<file path="src/rtl/mshr_pkg.sv">
// mshr_pkg: shared entry types, width defaults and line helper for the MSHR entry controller
package mshr_pkg;
  localparam int MSHR_ENTRY_NUM    = 32;
  localparam int MSHR_ADDR_WIDTH   = 40;
  localparam int MSHR_OFFSET_WIDTH = 6;
  localparam int MSHR_TXN_WIDTH    = 8;
  localparam int MSHR_LINE_WIDTH   = MSHR_ADDR_WIDTH - MSHR_OFFSET_WIDTH;
  typedef enum logic [1:0] {
    FREE = 2'd0,
    RSVD = 2'd1,
    BUSY = 2'd2
  } mshr_state_e;
  typedef struct packed {
    mshr_state_e                state;
    logic [MSHR_LINE_WIDTH-1:0] line;
    logic [MSHR_TXN_WIDTH-1:0]  txn;
  } mshr_entry_t;
  function automatic logic [MSHR_LINE_WIDTH-1:0] line_of(input logic [MSHR_ADDR_WIDTH-1:0] addr);
    return MSHR_LINE_WIDTH'(addr >> MSHR_OFFSET_WIDTH);
  endfunction
endpackage

</file>
<file path="src/rtl/mshr_line_cam.sv">
// mshr_line_cam: flags whether either query line matches the stored line of any BUSY entry
module mshr_line_cam
  import mshr_pkg::*;
#(
  parameter int ENTRY_NUM  = MSHR_ENTRY_NUM,
  parameter int LINE_WIDTH = MSHR_LINE_WIDTH
) (
  input  logic [ENTRY_NUM-1:0]                 busy_i,
  input  logic [ENTRY_NUM-1:0][LINE_WIDTH-1:0] lines_i,
  input  logic [LINE_WIDTH-1:0]                q0_i,
  input  logic [LINE_WIDTH-1:0]                q1_i,
  output logic                                 conf0_o,
  output logic                                 conf1_o
);
  always_comb begin
    conf0_o = 1'b0;
    conf1_o = 1'b0;
    for (int i = 0; i < ENTRY_NUM; i++) begin
      conf0_o = conf0_o | (busy_i[i] && lines_i[i] == q0_i);
      conf1_o = conf1_o | (busy_i[i] && lines_i[i] == q1_i);
    end
  end
endmodule

</file>
<file path="src/rtl/mshr_entry_ctrl.sv">
// mshr_entry_ctrl: MSHR entry state tracker; exports free entries, admits up to two misses
// per cycle into pre-allocated entries, blocks in-flight lines and frees on release.
module mshr_entry_ctrl
  import mshr_pkg::*;
#(
  parameter int ENTRY_NUM      = MSHR_ENTRY_NUM,
  parameter int ENTRY_ID_WIDTH = $clog2(ENTRY_NUM),
  parameter int ADDR_WIDTH     = MSHR_ADDR_WIDTH,
  parameter int OFFSET_WIDTH   = MSHR_OFFSET_WIDTH,
  parameter int TXN_WIDTH      = MSHR_TXN_WIDTH
) (
  input  logic                      clk,
  input  logic                      rst_n,
  output logic [ENTRY_NUM-1:0]      v_free_vld,
  input  logic [ENTRY_NUM-1:0]      v_free_rdy,
  input  logic                      pa_vld_0,
  input  logic                      pa_vld_1,
  output logic                      pa_rdy_0,
  output logic                      pa_rdy_1,
  input  logic [ENTRY_ID_WIDTH-1:0] pa_idx_0,
  input  logic [ENTRY_ID_WIDTH-1:0] pa_idx_1,
  input  logic                      req0_vld,
  output logic                      req0_rdy,
  input  logic [ADDR_WIDTH-1:0]     req0_addr,
  input  logic [TXN_WIDTH-1:0]      req0_txn,
  input  logic                      req1_vld,
  output logic                      req1_rdy,
  input  logic [ADDR_WIDTH-1:0]     req1_addr,
  input  logic [TXN_WIDTH-1:0]      req1_txn,
  output logic                      alloc_vld_0,
  output logic [ENTRY_ID_WIDTH-1:0] alloc_idx_0,
  output logic [ADDR_WIDTH-1:0]     alloc_addr_0,
  output logic [TXN_WIDTH-1:0]      alloc_txn_0,
  output logic                      alloc_vld_1,
  output logic [ENTRY_ID_WIDTH-1:0] alloc_idx_1,
  output logic [ADDR_WIDTH-1:0]     alloc_addr_1,
  output logic [TXN_WIDTH-1:0]      alloc_txn_1,
  input  logic                      rel_vld,
  input  logic [ENTRY_ID_WIDTH-1:0] rel_idx,
  output logic [ENTRY_ID_WIDTH:0]   busy_cnt,
  output logic                      err_rel
);
  localparam int LW = ADDR_WIDTH - OFFSET_WIDTH;
  localparam int CW = ENTRY_ID_WIDTH + 1;
  mshr_state_e                  state_q [ENTRY_NUM];
  mshr_state_e                  state_d [ENTRY_NUM];
  logic [ENTRY_NUM-1:0][LW-1:0] line_q, line_d;
  logic [ENTRY_NUM-1:0]         busy;
  logic [LW-1:0]                line0, line1, first_line;
  logic                         conf0, conf1, fire0, fire1, pop, both, rel_ok;

  assign line0 = req0_addr[ADDR_WIDTH-1:OFFSET_WIDTH];
  assign line1 = req1_addr[ADDR_WIDTH-1:OFFSET_WIDTH];

  always_comb begin
    for (int i = 0; i < ENTRY_NUM; i++) begin
      busy[i]       = state_q[i] == BUSY;
      v_free_vld[i] = state_q[i] == FREE;
    end
  end

  mshr_line_cam #(
    .ENTRY_NUM (ENTRY_NUM),
    .LINE_WIDTH(LW)
  ) u_cam (
    .busy_i (busy),
    .lines_i(line_q),
    .q0_i   (line0),
    .q1_i   (line1),
    .conf0_o(conf0),
    .conf1_o(conf1)
  );

  // req1 only goes when req0 is absent or also going, and never on req0's line
  assign req0_rdy   = !rst_n && pa_vld_0 && !conf0;
  assign req1_rdy   = !rst_n && pa_vld_0 && !conf1 && (!req0_vld || req0_rdy) && !(req0_vld && line0 == line1);
  assign fire0      = req0_vld && req0_rdy;
  assign fire1      = req1_vld && req1_rdy;
  assign pop        = fire0 || fire1;
  assign both       = fire0 && fire1;
  assign pa_rdy_0   = pop;
  assign pa_rdy_1   = pop;
  assign first_line = fire0 ? line0 : line1;
  assign rel_ok     = rel_vld && state_q[rel_idx] == BUSY;

  always_comb begin
    for (int i = 0; i < ENTRY_NUM; i++) begin
      state_d[i] = state_q[i];
      line_d[i]  = line_q[i];
      if (state_q[i] == FREE && v_free_rdy[i]) state_d[i] = RSVD;
      if (state_q[i] == RSVD && pop && pa_idx_0 == ENTRY_ID_WIDTH'(i)) begin
        state_d[i] = BUSY;
        line_d[i]  = first_line;
      end
      if (state_q[i] == RSVD && pop && pa_vld_1 && pa_idx_1 == ENTRY_ID_WIDTH'(i)) begin
        state_d[i] = both ? BUSY : FREE;
        line_d[i]  = line1;
      end
      if (rel_ok && rel_idx == ENTRY_ID_WIDTH'(i)) state_d[i] = FREE;
    end
  end

  always_ff @(posedge clk) begin
    if (rst_n) begin
      for (int i = 0; i < ENTRY_NUM; i++) state_q[i] <= FREE;
      line_q       <= '0;
      alloc_vld_0  <= 1'b0;
      alloc_idx_0  <= '0;
      alloc_addr_0 <= '0;
      alloc_txn_0  <= '0;
      alloc_vld_1  <= 1'b0;
      alloc_idx_1  <= '0;
      alloc_addr_1 <= '0;
      alloc_txn_1  <= '0;
      busy_cnt     <= '0;
      err_rel      <= 1'b0;
    end else begin
      state_q     <= state_d;
      line_q      <= line_d;
      alloc_vld_0 <= pop;
      alloc_vld_1 <= both;
      if (pop) begin
        alloc_idx_0  <= pa_idx_0;
        alloc_addr_0 <= fire0 ? req0_addr : req1_addr;
        alloc_txn_0  <= fire0 ? req0_txn : req1_txn;
      end
      if (both) begin
        alloc_idx_1  <= pa_idx_1;
        alloc_addr_1 <= req1_addr;
        alloc_txn_1  <= req1_txn;
      end
      busy_cnt <= busy_cnt + CW'(fire0) + CW'(fire1) - CW'(rel_ok);
      err_rel  <= err_rel || (rel_vld && !rel_ok);
    end
  end

  a_pa0_rsvd: assert property (@(posedge clk) disable iff (rst_n) pop |-> state_q[pa_idx_0] == RSVD);
  a_pa1_rsvd: assert property (@(posedge clk) disable iff (rst_n) (pop && pa_vld_1) |-> state_q[pa_idx_1] == RSVD);
  a_pa1_vld:  assert property (@(posedge clk) disable iff (rst_n) both |-> pa_vld_1);
endmodule

</file>
<file path="config.mk">
export PLATFORM = sky130hd
export DESIGN_NAME = mshr_entry_ctrl
export DESIGN_NICKNAME = d
export VERILOG_FILES = /design/src/rtl/mshr_pkg.sv /design/src/rtl/mshr_line_cam.sv /design/src/rtl/mshr_entry_ctrl.sv
export SDC_FILE = /design/constraint.sdc
export NUM_CORES = 2
export LEC_CHECK = 0
export ABC_AREA = 0
export BUFFER_PORTS_ARGS = -buffer_cell sky130_fd_sc_hd__clkbuf_2
export CAP_MARGIN = 20
export CORE_MARGIN = 1.5
export CORE_UTILIZATION = 35
export CTS_CLUSTER_SIZE = 24
export DETAILED_ROUTE_END_ITERATION = 8
export PLACE_DENSITY = 0.58
export SYNTH_ARGS = -nofsm -noshare
export SYNTH_HDL_FRONTEND = slang
export SYNTH_SLANG_ARGS = --single-unit
</file>
<file path="constraint.sdc">
create_clock -name clk -period 11.6 [get_ports clk]
set_clock_uncertainty 0.2 [all_clocks]
set_input_delay 0.58 -clock clk [delete_from_list [all_inputs] [get_ports clk]]
set_output_delay 0.58 -clock clk [all_outputs]
set_load 0.05 [all_outputs]
</file>
==> metrics.cfg <==
[die]
die_w_microns = 487
core_sq_um = 233000
die_h_microns = 487
dieArea_sq_um = 238000
rows = 177
initial_utilization_pct = 35.3
num_io_pins = 301

[cells_and_area]
final_common_cell = xnor2_1
final_layout_size_suffix_gt1_share_pct = 12.1
final_nets = 9030
area_growth_pct = 11.1
layout_common_cells = 1,961 x xnor2_1, 1,267 x dfxtp_1, 590 x nand4_1, 502 x nor4_1, 473 x a221o_1

[detailed_routing]
routed_wl_microns = 551000
ant_nets = 0
vias_per_cell = 7.27
drtIter0Drc = 16444
drc = 0
dr.pass1.iters = 7
vias = 88605
wl_per_cell_microns = 45.2

[power]
p_int_w = 0.00774
ir_drop_v = 0.000131
total_power_w = 0.0118
swShare_pct = 34.7
p_leak_nw = 27.9
powerDensity_nw_per_um2 = 130
seqPwrFrac_pct = 37.4
p_clk_share_pct = 42.9
power_switching_w = 0.00410
p_comb_share_pct = 19.7

[critical_path]
end_kind = flop
cp_max_fo = 149
path_class = in -> reg
required_ps = 12090
start_kind = input pin
cp.arrival_ps = 8470

[sta]
min_period_ps = 7980
rsz0062_at_grt = no
clock.fmax_mhz = 125
relSlewSlack_pct = 8.35
setup_viol = 0
drv_slew = 0
hold_violations = 0
worst-slew-pin-transition_ps = 1370
tns_ps = 0
timing.final.crit_share_pct = 68.8

[synthesis]
ys_types = 87
ys_seq_area_share_pct = 30.9
async_reset_ff_share_pct = 0
synth_top_area_share_pct = 30.9
avgSynthCellArea_sq_um = 9.08
ys.flop_type = dfxtp_1
ys_warn_count = 0
netlist_instances = 9050
ys_ff_latch = 1267
synth_top_area_cell = dfxtp_1
syn_nets = 9207
synth_edf_count = 0
syn_area_sq_um = 82100
netlist_top_cells_area = dfxtp_1 31%, xnor2_1 21%, a221o_1 5.8%, nand4_1 4.5%, mux2i_1 3.9%

[cts]
cts.repair.resized = 0
cts_root_buffer = clkbuf_16
postCtsSetupRepairBufs = 0
cts_tree = built
clkLatencyLatePin_ps = 890
clk_pin_slew_ps = 60
cts_buffers = 154
clockBufferDepth = 3
htree_levels = 4
cts_sinks = 1267

[run]
maxCapViolCount = 0

[global_routing]
grt_pass1_vias = 79260
grt_start_max_net_pins = 178
track_usage_pct = 44.3
grt_pass1_wl_microns = 722000
antenna_found_initial = 81
gr-total-overflow = 0

[placed_design]
place_congestion = 1.11
io_buffers = 300
hpwlAfterDp_microns = 343000

[outcome]
status = completed

[worst_hold_path]
min_path_type = in -> reg

[Yosys cell counts (all sizes together), types with 35 or more instances]
cell type	count
nor3b	76
o311ai	54
nand4	590
o211ai	76
o32ai	94
nor4	504
o221ai	201
and2	61
xnor2	1961
mux2i	345
nand3	118
buf	567
a31oi	88
clkbuf	475
nor2b	90
a221o	473
o22ai	185
mux2	35
nand2	238
nor3	191
dfxtp	1267
or4	139
and3	68
a211oi	73
a211o	42
o21ai	37
nor2	216
xor2	233
a21oi	91
inv	291
[state kept, by name, indices dropped and copies added (netlist names), 5 cells and up]
register / count
line_q: 1088
alloc_txn_0: 8
alloc_addr_1: 40
busy_cnt: 6
alloc_idx_0: 5
alloc_addr_0: 40
alloc_txn_1: 8
alloc_idx_1: 5
state_q: 64
[logic make-up (layout without fill, tap and decap cells)]
| logic type | count (synthesis) | after routing | synth area share, % |
|---|---|---|---|
| XOR/XNOR | 2194 | 2194 | 23.4 |
| multiplexers | 390 | 390 | 5.12 |
| AND/OR/NAND/NOR | 2348 | 2348 | 16.6 |
| adder cells (fa/ha/maj) | 7 | 7 | 0.125 |
| buffers and inverters | 1336 | 1271 | 8.54 |
| AO/OA/AOI/OAI | 1508 | 1508 | 15.4 |
| flip-flops | 1267 | 1267 | 30.9 |
| other | 0 | 74 | 0 |
[worst max-delay path: stages]
cell	delay, ps
dlygate4sd3_1	530
buf_4	270
buf_4	690
xnor2_1	210
nand4_1	140
nor4_1	300
nand3_1	980
nand4_1	940
nor4_4	120
and3_4	250
nor2_8	500
buf_12	660
buf_4	800
or3_1	650
buf_4	380
o221ai_1	150
[layer usage]
layer | GRT usage, % | up-vias | share of wire, %
li1 | - | 33148 | -
met1 | 51.7 | 43208 | 35
met2 | 59.5 | 9230 | 39
met5 | 0.0612 | - | 0.038
met4 | 40.2 | 36 | 11
met3 | 20.7 | 2983 | 16
[layout make-up]
type / count / area, sq um
Inverter: 294 / 1120
Clock buffer: 219 / 4470
Clock inverter: 49 / 559
Timing Repair Buffer: 709 / 5220
Tap cell: 3132 / 3920
Fill cell: 23404 / 142000
Multi-Input combinational cell: 6447 / 50400
Sequential cell: 1267 / 25400
Antenna cell: 74 / 185
[worst paths after layout]
kind | cells past startpoint | startpoint | to | slack (ps)
setup reg to reg | 13 | state_q[15] | line_q[53] | 3700
hold / removal | 4 | v_free_rdy[14] | state_q[34] | 20
setup / recovery | 16 | req1_addr[27] | line_q[53] | 3620
hold reg to reg | 2 | alloc_idx_0[3] | alloc_idx_0[3] | 260
[power groups by stage]
stage / clock network (W) / registers (W) / logic, W
after global placement: 0 / 0.00452 / 0.00210
after global routing: 0.00520 / 0.00443 / 0.00223
final: 0.00508 / 0.00443 / 0.00233
after detailed placement: 0 / 0.00452 / 0.00211
after floorplan: 0 / 0.00458 / 0.00108
after CTS: 0.00502 / 0.00443 / 0.00213
[repair_timing]
action,in CTS,in global routing
hold buffers,64,0
setup endpoints to repair,0,0
hold endpoints to repair,64,0
[per-stage QoR]
stage | worst slack (ps) | util [%] | hold slack (ps) | cells | cell area [sq um]
after floorplan | 7340 | - | 271 | 9050 | 82100
after global placement | 3690 | 36.5 | 248 | 11765 | 85000
after detailed placement | 3710 | 36.6 | 256 | 11778 | 85300
after CTS | 4580 | 39.0 | 2.43 | 12110 | 91000
after global routing | 3920 | 39.1 | 65.1 | 12124 | 91100
final | 3620 | 39.2 | 15.4 | 12191 | 91300
No activity file was read; power rests on OpenSTA's default activity.
